File: config.mk
export PLATFORM = sky130hd
export DESIGN_NAME = vga_timing_gen
export DESIGN_NICKNAME = d
export VERILOG_FILES = /design/src/rtl/vga_pkg.sv /design/src/rtl/vga_delay_line.sv /design/src/rtl/vga_timing_gen.sv
export SDC_FILE = /design/constraint.sdc
export NUM_CORES = 1
export LEC_CHECK = 0
export CAP_MARGIN = 40
export CORE_ASPECT_RATIO = 1.5
export CORE_UTILIZATION = 55
export CTS_CLUSTER_SIZE = 12
export DETAILED_ROUTE_END_ITERATION = 10
export PLACE_DENSITY = 0.78
export SLEW_MARGIN = 30
export SYNTH_ARGS = -nofsm -noshare
export SYNTH_HDL_FRONTEND = slang
export SYNTH_SLANG_ARGS = --single-unit
File: constraint.sdc
create_clock -name vgaClk -period 2.65 [get_ports vgaClk]
set_clock_uncertainty 0.15 [all_clocks]
set_input_delay 0.53 -clock vgaClk [delete_from_list [all_inputs] [get_ports vgaClk]]
set_output_delay 0.53 -clock vgaClk [all_outputs]
set_load 0.005 [all_outputs]
File: src/rtl/vga_pkg.sv
// Shared raster constants and helpers for the VGA timing generator.
// Holds the two supported video modes and the total-period helpers.
package vga_pkg;

  // 1280x1024@60, positive sync polarity (the generator defaults)
  localparam int   M1280_H_VIS = 1280;
  localparam int   M1280_H_FP  = 48;
  localparam int   M1280_H_SP  = 112;
  localparam int   M1280_H_BP  = 248;
  localparam logic M1280_H_POL = 1'b1;
  localparam int   M1280_V_VIS = 1024;
  localparam int   M1280_V_FP  = 1;
  localparam int   M1280_V_SP  = 3;
  localparam int   M1280_V_BP  = 38;
  localparam logic M1280_V_POL = 1'b1;

  // 640x480@60, 800x525 total, negative sync polarity
  localparam int   M640_H_VIS = 640;
  localparam int   M640_H_FP  = 16;
  localparam int   M640_H_SP  = 96;
  localparam int   M640_H_BP  = 48;
  localparam logic M640_H_POL = 1'b0;
  localparam int   M640_V_VIS = 480;
  localparam int   M640_V_FP  = 10;
  localparam int   M640_V_SP  = 2;
  localparam int   M640_V_BP  = 33;
  localparam logic M640_V_POL = 1'b0;

  function automatic int h_total(input int vis, input int fp, input int sp, input int bp);
    return vis + fp + sp + bp;
  endfunction

  function automatic int v_total(input int vis, input int fp, input int sp, input int bp);
    return vis + fp + sp + bp;
  endfunction

endpackage

File: src/rtl/vga_delay_line.sv
// Clock-enabled shift register with a configurable reset value.
// DEPTH=0 degenerates to a plain wire.
module vga_delay_line #(
  parameter int            DEPTH   = 1,
  parameter int            DW      = 1,
  parameter logic [DW-1:0] RST_VAL = '0
) (
  input  logic          vgaClk,
  input  logic          rst_n,
  input  logic          ce,
  input  logic [DW-1:0] din,
  output logic [DW-1:0] dout
);

  generate
    if (DEPTH == 0) begin : g_pass
      logic unused_ctrl;
      assign unused_ctrl = ^{vgaClk, rst_n, ce};
      assign dout = din;
    end else begin : g_pipe
      logic [DW-1:0] stage [DEPTH];

      always_ff @(posedge vgaClk or negedge rst_n) begin
        if (!rst_n) begin
          for (int i = 0; i < DEPTH; i++) stage[i] <= RST_VAL;
        end else if (ce) begin
          stage[0] <= din;
          for (int i = 1; i < DEPTH; i++) stage[i] <= stage[i-1];
        end
      end

      assign dout = stage[DEPTH-1];
    end
  endgenerate

endmodule

File: src/rtl/vga_timing_gen.sv
// Raster timing generator: a fetch-request coordinate stream plus display
// coordinates/syncs that trail it by LEAD enabled cycles.
import vga_pkg::*;

module vga_timing_gen #(
  parameter int   W       = 12,
  parameter int   H_VIS   = M1280_H_VIS,
  parameter int   H_FP    = M1280_H_FP,
  parameter int   H_SP    = M1280_H_SP,
  parameter int   H_BP    = M1280_H_BP,
  parameter logic H_POL   = M1280_H_POL,
  parameter int   V_VIS   = M1280_V_VIS,
  parameter int   V_FP    = M1280_V_FP,
  parameter int   V_SP    = M1280_V_SP,
  parameter int   V_BP    = M1280_V_BP,
  parameter logic V_POL   = M1280_V_POL,
  parameter int   LEAD    = 2,
  parameter int   FRAME_W = 8
) (
  input  logic               vgaClk,
  input  logic               rst_n,
  input  logic               ce,
  output logic [W-1:0]       req_x,
  output logic [W-1:0]       req_y,
  output logic               req_valid,
  output logic [W-1:0]       x,
  output logic [W-1:0]       y,
  output logic               de,
  output logic               hsync,
  output logic               vsync,
  output logic               sof,
  output logic [FRAME_W-1:0] frame_cnt
);

  localparam int H_TOTAL = h_total(H_VIS, H_FP, H_SP, H_BP);
  localparam int V_TOTAL = v_total(V_VIS, V_FP, V_SP, V_BP);

  generate
    if (H_SP == 0 || V_SP == 0) begin : g_bad_sync
      $error("vga_timing_gen: sync pulse width must be non-zero");
    end
    if (64'(H_TOTAL) > (64'd1 << W) || 64'(V_TOTAL) > (64'd1 << W)) begin : g_bad_total
      $error("vga_timing_gen: total period does not fit in W bits");
    end
    if (LEAD < 0 || LEAD > 15) begin : g_bad_lead
      $error("vga_timing_gen: LEAD must be in 0..15");
    end
  endgenerate

  // Comparisons run one bit wider so a total of exactly 2^W still fits.
  localparam logic [W:0] H_LAST = (W+1)'(H_TOTAL - 1);
  localparam logic [W:0] V_LAST = (W+1)'(V_TOTAL - 1);
  localparam logic [W:0] H_VIS_L = (W+1)'(H_VIS);
  localparam logic [W:0] V_VIS_L = (W+1)'(V_VIS);
  localparam logic [W:0] H_SS = (W+1)'(H_VIS + H_FP);
  localparam logic [W:0] H_SE = (W+1)'(H_VIS + H_FP + H_SP - 1);
  localparam logic [W:0] V_SS = (W+1)'(V_VIS + V_FP);
  localparam logic [W:0] V_SE = (W+1)'(V_VIS + V_FP + V_SP - 1);

  logic [W-1:0]       h_cnt, v_cnt;
  logic [W:0]         h_ext, v_ext;
  logic               hs_raw, vs_raw, sof_raw, vis_raw;
  logic               hs_s1, vs_s1, sof_s1, sof_seen;
  logic [FRAME_W-1:0] fc_s1;

  assign h_ext   = {1'b0, h_cnt};
  assign v_ext   = {1'b0, v_cnt};
  assign vis_raw = (h_ext < H_VIS_L) && (v_ext < V_VIS_L);
  assign hs_raw  = (h_ext >= H_SS) && (h_ext <= H_SE);
  assign vs_raw  = (v_ext >= V_SS) && (v_ext <= V_SE);
  assign sof_raw = (h_cnt == '0) && (v_cnt == '0);

  always_ff @(posedge vgaClk or negedge rst_n) begin
    if (!rst_n) begin
      h_cnt <= '0;
      v_cnt <= '0;
    end else if (ce) begin
      if (h_ext == H_LAST) begin
        h_cnt <= '0;
        v_cnt <= (v_ext == V_LAST) ? '0 : v_cnt + 1'b1;
      end else begin
        h_cnt <= h_cnt + 1'b1;
      end
    end
  end

  // The first sof after reset opens frame 0, so only later ones advance the count.
  always_ff @(posedge vgaClk or negedge rst_n) begin
    if (!rst_n) begin
      req_x     <= '0;
      req_y     <= '0;
      req_valid <= 1'b0;
      hs_s1     <= ~H_POL;
      vs_s1     <= ~V_POL;
      sof_s1    <= 1'b0;
      sof_seen  <= 1'b0;
      fc_s1     <= '0;
    end else if (ce) begin
      req_x     <= h_cnt;
      req_y     <= v_cnt;
      req_valid <= vis_raw;
      hs_s1     <= hs_raw ? H_POL : ~H_POL;
      vs_s1     <= vs_raw ? V_POL : ~V_POL;
      sof_s1    <= sof_raw;
      if (sof_raw) begin
        sof_seen <= 1'b1;
        if (sof_seen) fc_s1 <= fc_s1 + 1'b1;
      end
    end
  end

  localparam int DW = 2*W + 4 + FRAME_W;
  localparam logic [DW-1:0] DLY_RST = {{(2*W){1'b0}}, 1'b0, ~H_POL, ~V_POL, 1'b0, {FRAME_W{1'b0}}};

  logic [DW-1:0] dly_in, dly_out;

  assign dly_in = {req_x, req_y, req_valid, hs_s1, vs_s1, sof_s1, fc_s1};

  vga_delay_line #(
    .DEPTH   (LEAD),
    .DW      (DW),
    .RST_VAL (DLY_RST)
  ) u_dly (
    .vgaClk (vgaClk),
    .rst_n  (rst_n),
    .ce     (ce),
    .din    (dly_in),
    .dout   (dly_out)
  );

  assign {x, y, de, hsync, vsync, sof, frame_cnt} = dly_out;

endmodule

# Yosys cells after proc, flatten, opt, wreduce, memory -nomap -nowiden
# Index checks and enable logic that the tools add are counted.
dict set report op_classes {
  add_sub_neg 3
  order_cmp 6
  n_eq_ne 2
  muxes 4
  reduce_logical 9
}
# operator count
set ops {}
lappend ops {{adder 12 x 1 -> 12 bit, second input constant} 2}
lappend ops {{equality test 12 x 11 -> 1 bit, second input constant} 2}
lappend ops {{>= comparator 12 x 11 -> 1 bit, second input constant} 2}
lappend ops {{<= comparator 12 x 11 -> 1 bit, second input constant} 2}
lappend ops {{logical NOT 12 bit} 2}
lappend ops {{less-than comparator 12 x 11 -> 1 bit, second input constant} 2}
lappend ops {{2-to-1 mux 12 bit} 2}
lappend ops {{adder 8 x 1 -> 8 bit, second input constant} 1}
lappend ops {{logical AND 1 bit} 4}
lappend ops {{AND reduction 2 bit} 2}
lappend ops {{AND reduction 3 bit} 1}
lappend ops {{2-to-1 mux 1 bit} 2}
dict set report totals {
  ff_bits 133
  in_bits 3
  output_inout_bits 61
  elab_cells 36
}

# Depth between registers and ports, before layout
# Gate-level depths: netlist (run 1).
dict set report logic_depth {
  depth_word 3
  depth_mapped 6
}

# Modules after synthesis
# A second synthesis (run 1) with hierarchy kept.
dict set report unflattened {
  cells_unflattened 435
  hier_area_um2 6134.6
}
# mod instances cells_each area_per_inst_um2 seq_area_each_um2
set modules_own_cells {}
lappend modules_own_cells {vga_delay_line 1 188 3296.9 1801.7}
lappend modules_own_cells {vga_timing_gen 1 247 2837.7 1526.5}

# Worst setup path before layout (run 1)
# Ideal clock, no wire load.
dict set report synth_path {
  path_kind {input port to flip-flop}
  from {input port ce}
  to {register fc_s1[1]}
  setup_time_ns 0.125
  arrival_time_ns 1.855
  setup_slack_ns 0.520
  cell_stages 5
  cell_sequence {clkbuf_2 -> nor4b_1 -> nand4_1 -> nor2_1 -> mux2_2}
}
dict set report synth_between {
  elab_chain_len 1
}
# element line
set synth_lines {}
lappend synth_lines {{start, declared} vga_timing_gen.sv:22} ;# input logic ce,
lappend synth_lines {{AND reduction 3 bit (no line)} -}
lappend synth_lines {{end signal, assigned} vga_timing_gen.sv:107} ;# if (sof_seen) fc_s1 <= fc_s1 + 1'b1;
lappend synth_lines {{end, declared} vga_timing_gen.sv:64} ;# logic [FRAME_W-1:0] fc_s1;
# Every way passes these cells.
# A chain may end at the register's enable or synchronous reset.

# Final worst setup path (run 1)
dict set report layout_path {
  from {register v_cnt[0]}
  to {register fc_s1[1]}
}
dict set report layout_between {
  elab_chain_len 3
}
# element line
set layout_lines {}
lappend layout_lines {{start, declared} vga_timing_gen.sv:60} ;# logic [W-1:0] h_cnt, v_cnt;
lappend layout_lines {{start signal, assigned} vga_timing_gen.sv:80} ;# v_cnt <= (v_ext == V_LAST) ? '0 : v_cnt + 1'b1;
lappend layout_lines {{logical NOT 12 bit} vga_timing_gen.sv:71} ;# assign sof_raw = (h_cnt == '0) && (v_cnt == '0);
lappend layout_lines {{logical AND 1 bit} vga_timing_gen.sv:71}
lappend layout_lines {{AND reduction 3 bit (no line)} -}
# Every way passes these cells.

==> flow_metrics.env, run 1 <==
export IMPL_status="finished clean"
export IMPL_worst_pin_slew_ns=0.488
export IMPL_design_die_area_um2=10900
export IMPL_ir_drop_uv=530
export IMPL_cts_max_level=4
export IMPL_areaGrowthSynthToFinish_pct=19.3
export IMPL_clkLatencyLatePin_ns=0.41
export IMPL_dr_max_layer_used="met4"
export IMPL_setup_ws_ns=0.273
export IMPL_antenna_found_initial=0
export IMPL_die_h_um=127
export IMPL_slowest_delay_ns=0.44
export IMPL_wl_met3_um=279
export IMPL_cp_required_ns=2.79
export IMPL_max_freq_mhz=421
export IMPL_setup_viol=0
export IMPL_leakagePower_nw=3.16
export IMPL_avgSynthCellArea_um2=13.1
export IMPL_synthSimpleGateAreaFrac_pct=9.75
export IMPL_synth_fp_nets=451
export IMPL_ant_nets=0
export IMPL_grt_pass1_wl_um=16700
export IMPL_cts_resized_gates=0
export IMPL_cts_root_buf="clkbuf_16"
export IMPL_maxSlewViolCount=0
export IMPL_path_cells="inv_1 -> ha_1 -> nor4b_1 -> nand4_1 -> nor2_1 -> mux2_2"
export IMPL_dieWidth_um=85.7
export IMPL_drc=0
export IMPL_p_per_area_nw_per_um2=724
export IMPL_synthDistinctLibCells=41
export IMPL_dp_hpwl_um=6620
export IMPL_cp_num_buf_inv=1
export IMPL_finalPower_w=0.00499
export IMPL_setup_tns_final_ns=0
export IMPL_io_pins=64
export IMPL_fillCellCount=723
export IMPL_final_area_um2=6890
export IMPL_cts_tree="done"
export IMPL_core_area_um2=10200
export IMPL_crit_arrival_ns=2.52
export IMPL_n_antenna_cell=0
export IMPL_path_class="flip-flop to flip-flop"
export IMPL_yosysSeqAreaShare_pct=57.6
export IMPL_drt_wl_total_um=9880
export IMPL_multi_input_area_um2=2060
export IMPL_grt_pass1_vias=3458
export IMPL_synthMuxAreaShare_pct=19.4
export IMPL_rsz0062_at_grt="false"
export IMPL_synth_flop_cell="dfrtp_1"
export IMPL_nets=491
export IMPL_synth_edf_count=0
export IMPL_hold_class="flip-flop to flip-flop"
export IMPL_layout_commonest_cell="dfrtp_1"
export IMPL_cap_violations=0
export IMPL_synth_async_sr_flop_share_pct=100
export IMPL_syn_area_um2=5770
export IMPL_path_max_fanout=7
export IMPL_met2WireLength_um=5200
export IMPL_drive_above_1_share_pct=28.9
export IMPL_io_buffers=63
export IMPL_synth_adder_area_share_pct=1.30
export IMPL_start_util_pct=56.7
export IMPL_cts_buffers_inserted=17
export IMPL_wl_met1_um=4220
export IMPL_synth_top_family_by_area="multiplexers"
export IMPL_cts_sinks=133
export IMPL_cp_end_kind="flip-flop"
export IMPL_yosys_warnings=0
export IMPL_layout_common_cells="dfrtp_1 (133), mux2_2 (96), clkdlybuf4s50_1 (61)"
export IMPL_start_kind="flip-flop"
export IMPL_hold_viol_final=0
export IMPL_grt_max_degree=51
export IMPL_crit_slowest_cell="dfrtp_1"
export IMPL_grt_overflow=0
export IMPL_place_area_um2=6330
export IMPL_clkTransAtPathRegs_ns=0.05
export IMPL_synth_seq_cells=133
export IMPL_grtUsageTotal_pct=19.7
export IMPL_gp_congestion=0.832
export IMPL_seq_area_um2=3330
export IMPL_cp_top_family="simple AND/OR/NAND/NOR gates"
export IMPL_drtPass1Iterations=5
export IMPL_synth_compound_area_share_pct=2.47
export IMPL_finalWorstPathRequiredPeriod_ns=2.38
export IMPL_drt_iter0_markers=279
export IMPL_vias=3426
export IMPL_synth_cells=442
export IMPL_fin_crit_sh_pct=89.7
export IMPL_wl_per_cell_um=15.5
export IMPL_vias_per_cell=5.39
export IMPL_fp_row_count=45
export IMPL_synth_xor_area_share_pct=2.73
export IMPL_cts_buffer_depth=2
export IMPL_dp_slack_ns=0.288
export IMPL_slew_headroom_pct=67.0
## registers in the layout (all words and copies together) (netlist names)
signal              cells
sof_seen                1
vs_s1                   1
hs_s1                   1
u_dly.dout             36
req_x                  12
req_y                  12
fc_s1                   8
v_cnt                  12
req_valid               1
sof_s1                  1
h_cnt                  12
u_dly.g_pipe.stage     36
## repair_timing
| item | 4_1_cts | 5_1_grt |
|---|---|---|
| buffers inserted | 0 | 0 |
| hold endpoints to repair | 34 | 0 |
| hold buffers | 1 | 0 |
## cell usage after synthesis, types with 2 or more instances
| library cell | n | area share [%] |
|---|---|---|
| nand4_1 | 12 | 1.3 |
| nor4_1 | 2 | 0.22 |
| and4_1 | 3 | 0.46 |
| and4_2 | 2 | 0.35 |
| clkbuf_2 | 3 | 0.26 |
| nand4b_1 | 2 | 0.30 |
| clkbuf_1 | 16 | 1.0 |
| and2_1 | 4 | 0.43 |
| a21oi_1 | 6 | 0.52 |
| and3_1 | 5 | 0.54 |
| mux2i_1 | 4 | 0.69 |
| nor3_1 | 7 | 0.61 |
| mux2_2 | 96 | 19 |
| o22ai_1 | 2 | 0.22 |
| nand3_1 | 17 | 1.5 |
| nand2b_1 | 4 | 0.43 |
| nand3b_1 | 2 | 0.26 |
| inv_1 | 14 | 0.91 |
| nor4b_1 | 2 | 0.30 |
| xnor2_1 | 9 | 1.4 |
| nand2_1 | 11 | 0.72 |
| a31oi_1 | 2 | 0.22 |
| or3_1 | 2 | 0.22 |
| dfrtp_1 | 133 | 58 |
| nor3b_1 | 2 | 0.26 |
| buf_4 | 33 | 4.3 |
| xor2_1 | 9 | 1.4 |
| ha_1 | 6 | 1.3 |
| nor2_1 | 8 | 0.52 |
| o21ai_0 | 13 | 1.1 |
## logic make-up (layout without fill, tap and decap cells)
group           count (synthesis)  count (layout)
flops                         133             133
mux                           100             100
simple gates                   92              92
buf+inv                        67             120
compound gates                 26              26
xor+xnor                       18              18
fa+ha+maj                       6               6
## per-stage QoR
stage	utilization [%]	instances	hold WS, ns
2_1_floorplan	-	442	0.0844
6_report	67.6	636	0.324
3_5_place_dp	62.1	603	0.304
5_1_grt	67.6	636	0.353
4_1_cts	67.6	636	0.325
3_3_place_gp	62.1	603	0.299
## path summary, 6_finish.rpt
check                         start       endpoint  slack, ns  depth (start not counted)
max                        v_cnt[0]       fc_s1[1]       0.27                          6
min                        sof_seen       sof_seen       0.32                          1
max reg2reg                v_cnt[0]       fc_s1[1]       0.27                          6
min reg2reg                sof_seen       sof_seen       0.32                          1
max in group asynchronous     rst_n  u_dly.dout[6]       1.25                          3
min in group asynchronous     rst_n       h_cnt[8]       0.44                          2
## per-layer routing
metal,global-route usage [%],vias to the layer above
li1,-,1598
met1,24.5,1750
met2,32.4,61
met3,5.17,17
met4,8.63,0
met5,0,-
## report_power, final
part / switching, W / leakage, nW / internal (W)
combinational: 0.000196 / 1.18 / 0.000297
clock: 0.000813 / 0.267 / 0.00133
sequential: 0.000164 / 1.71 / 0.00219
total: 0.00117 / 3.16 / 0.00382
## cell type report
class	count	area share, %
well taps	141	2.56
repair buffers	74	10.6
clock inverters	9	1.14
inverters	14	0.763
multi-input cells	242	29.9
clock buffers	23	6.79
flip-flops and latches	133	48.3
(Power assumes the default switching activity.)
==> inputs of run 2 (changes only) <==
- CORE_ASPECT_RATIO: 1.5 -> 0.5
==> run 2 against run 1 <==
Net effect:
- final area grew 0.67%
- critical path depth down 2
- combinational power about the same
- via count down 0.26%
- global-route usage shrank 0.11 points
- largest cell class unchanged
==> flow_metrics.env, run 2 (synthesis results as in run 1) <==
export IMPL_cts_setup_buffers=0
export IMPL_r2r_start="h_cnt[5]"
export IMPL_met3_usage_pct=6.13
export IMPL_grt_max_degree=72
export IMPL_start_kind="flip-flop"
export IMPL_vias=3417
export IMPL_finalCoreUtilization_pct=67.9
export IMPL_fin_crit_sh_pct=85.8
export IMPL_wl_per_cell_um=15.4
export IMPL_cts_buffers_inserted=17
export IMPL_clkTransAtPathRegs_ns=0.06
export IMPL_path_class="flip-flop to flip-flop"
export IMPL_slowest_delay_ns=0.49
export IMPL_max_freq_mhz=440
export IMPL_finalWorstPathRequiredPeriod_ns=2.27
export IMPL_grt_pass1_vias=3215
export IMPL_drc=0
export IMPL_start_util_pct=56.5
export IMPL_fillCellCount=749
export IMPL_io_buffers=63
export IMPL_hold_class="flip-flop to flip-flop"
export IMPL_dieWidth_um=147
export IMPL_r2r_slack_ns=0.38
export IMPL_areaGrowthSynthToFinish_pct=20.1
export IMPL_holdCritStartpoint="fc_s1[7]"
export IMPL_hold_depth=1
export IMPL_final_area_um2=6940
export IMPL_cp_required_ns=2.79
export IMPL_grt_pass1_wl_um=16400
export IMPL_globalRouteMet2Util_pct=29.0
export IMPL_vias_per_cell=5.40
export IMPL_setup_viol=0
export IMPL_final_cells=633
export IMPL_crit_arrival_ns=2.41
export IMPL_use_met1_pct=27.7
export IMPL_cp_end_kind="flip-flop"
export IMPL_cap_violations=0
export IMPL_dpl_cell_count=600
export IMPL_clkLatencyLatePin_ns=0.41
export IMPL_leakagePower_nw=3.18
export IMPL_cts_sinks=133
export IMPL_maxSlewViolCount=0
export IMPL_drt_wl_total_um=9780
export IMPL_io_pins=64
export IMPL_cts_root_buf="clkbuf_16"
export IMPL_status="finished clean"
export IMPL_cts_tree="done"
export IMPL_reg2regPathDepth=4
export IMPL_n_antenna_cell=0
export IMPL_core_area_um2=10200
export IMPL_rsz0062_at_grt="false"
export IMPL_place_area_um2=6330
export IMPL_path_max_fanout=10
export IMPL_cts_resized_gates=0
export IMPL_ant_nets=0
export IMPL_layout_common_cells="dfrtp_1 (133), mux2_2 (96), clkdlybuf4s50_1 (61)"
export IMPL_worst_pin_slew_ns=0.516
export IMPL_gp_congestion=0.811
export IMPL_reg2reg_to="fc_s1[1]"
export IMPL_fp_row_count=26
export IMPL_nets=489
export IMPL_slew_headroom_pct=65.3
export IMPL_drt_iter0_markers=209
export IMPL_layout_commonest_cell="dfrtp_1"
export IMPL_ctsHoldBuffers=1
export IMPL_grt_busiest_layer="met2"
export IMPL_dp_hpwl_um=6260
export IMPL_drive_above_1_share_pct=29.2
export IMPL_design_die_area_um2=10900
export IMPL_die_h_um=74.5
export IMPL_p_per_area_nw_per_um2=744
export IMPL_grt_overflow=0
export IMPL_antenna_found_initial=0
export IMPL_drtPass1Iterations=4
export IMPL_crit_slowest_cell="dfrtp_1"
export IMPL_grtUsageTotal_pct=19.6
export IMPL_ir_drop_uv=608
export IMPL_cts_buffer_depth=2
export IMPL_cts_max_level=4
export IMPL_path_cells="nor4_1 -> nand4_1 -> nor2_1 -> mux2_2"
export IMPL_setup_tns_final_ns=0
export IMPL_hold_viol_final=0
export IMPL_hold_path_end="fc_s1[7]"
-- run 2: metrics by stage --
step	total power [W]	worst slack [ns]	hold WS, ns
finish	0.00516	0.376	0.322
global route	0.00539	0.186	0.349
CTS	0.00522	0.395	0.324
detailed placement	0.00287	0.423	0.308
global placement	0.00286	0.452	0.308
floorplan	0.00266	0.520	0.0844
-- run 2: worst max-delay path: cells and delay by family (launching register included) --
kind,cells,cell delay [ns]
mux,1,0.36
simple gates,3,1.16
flops,1,0.49
-- run 2: routing by layer --
layer | vias up | part of all wire (%) | wire length (µm)
li1 | 1596 | - | -
met1 | 1749 | 50 | 4840
met2 | 59 | 45 | 4430
met3 | 13 | 4.2 | 412
met4 | 0 | 0.95 | 93
met5 | - | 0 | 0
-- run 2: worst max-delay path by stage --
stage	from	to	slack (ns)	cells past startpoint
2_1_floorplan	ce	fc_s1[1]	0.52	5
3_3_place_gp	v_cnt[9]	fc_s1[1]	0.45	4
3_5_place_dp	v_cnt[8]	fc_s1[1]	0.42	4
4_1_cts	h_cnt[5]	fc_s1[1]	0.39	4
5_1_grt	h_cnt[5]	fc_s1[1]	0.19	4
6_report	h_cnt[5]	fc_s1[1]	0.38	4
-- run 2: power breakdown --
| part | switching (W) | internal, W |
|---|---|---|
| sequential | 0.000162 | 0.00219 |
| clock | 0.000862 | 0.00146 |
| combinational | 0.000193 | 0.000297 |
| total | 0.00122 | 0.00395 |
-- run 2: final cells by class --
cell class                      instances  area, µm²  area share, %
Timing Repair Buffer                   72        724           10.4
Multi-Input combinational cell        242       2060           29.7
Clock buffer                           21        470           6.78
Sequential cell                       133       3330           48.0
Clock inverter                         11        126           1.82
Inverter                               14       52.6          0.758
Tap cell                              140        175           2.53
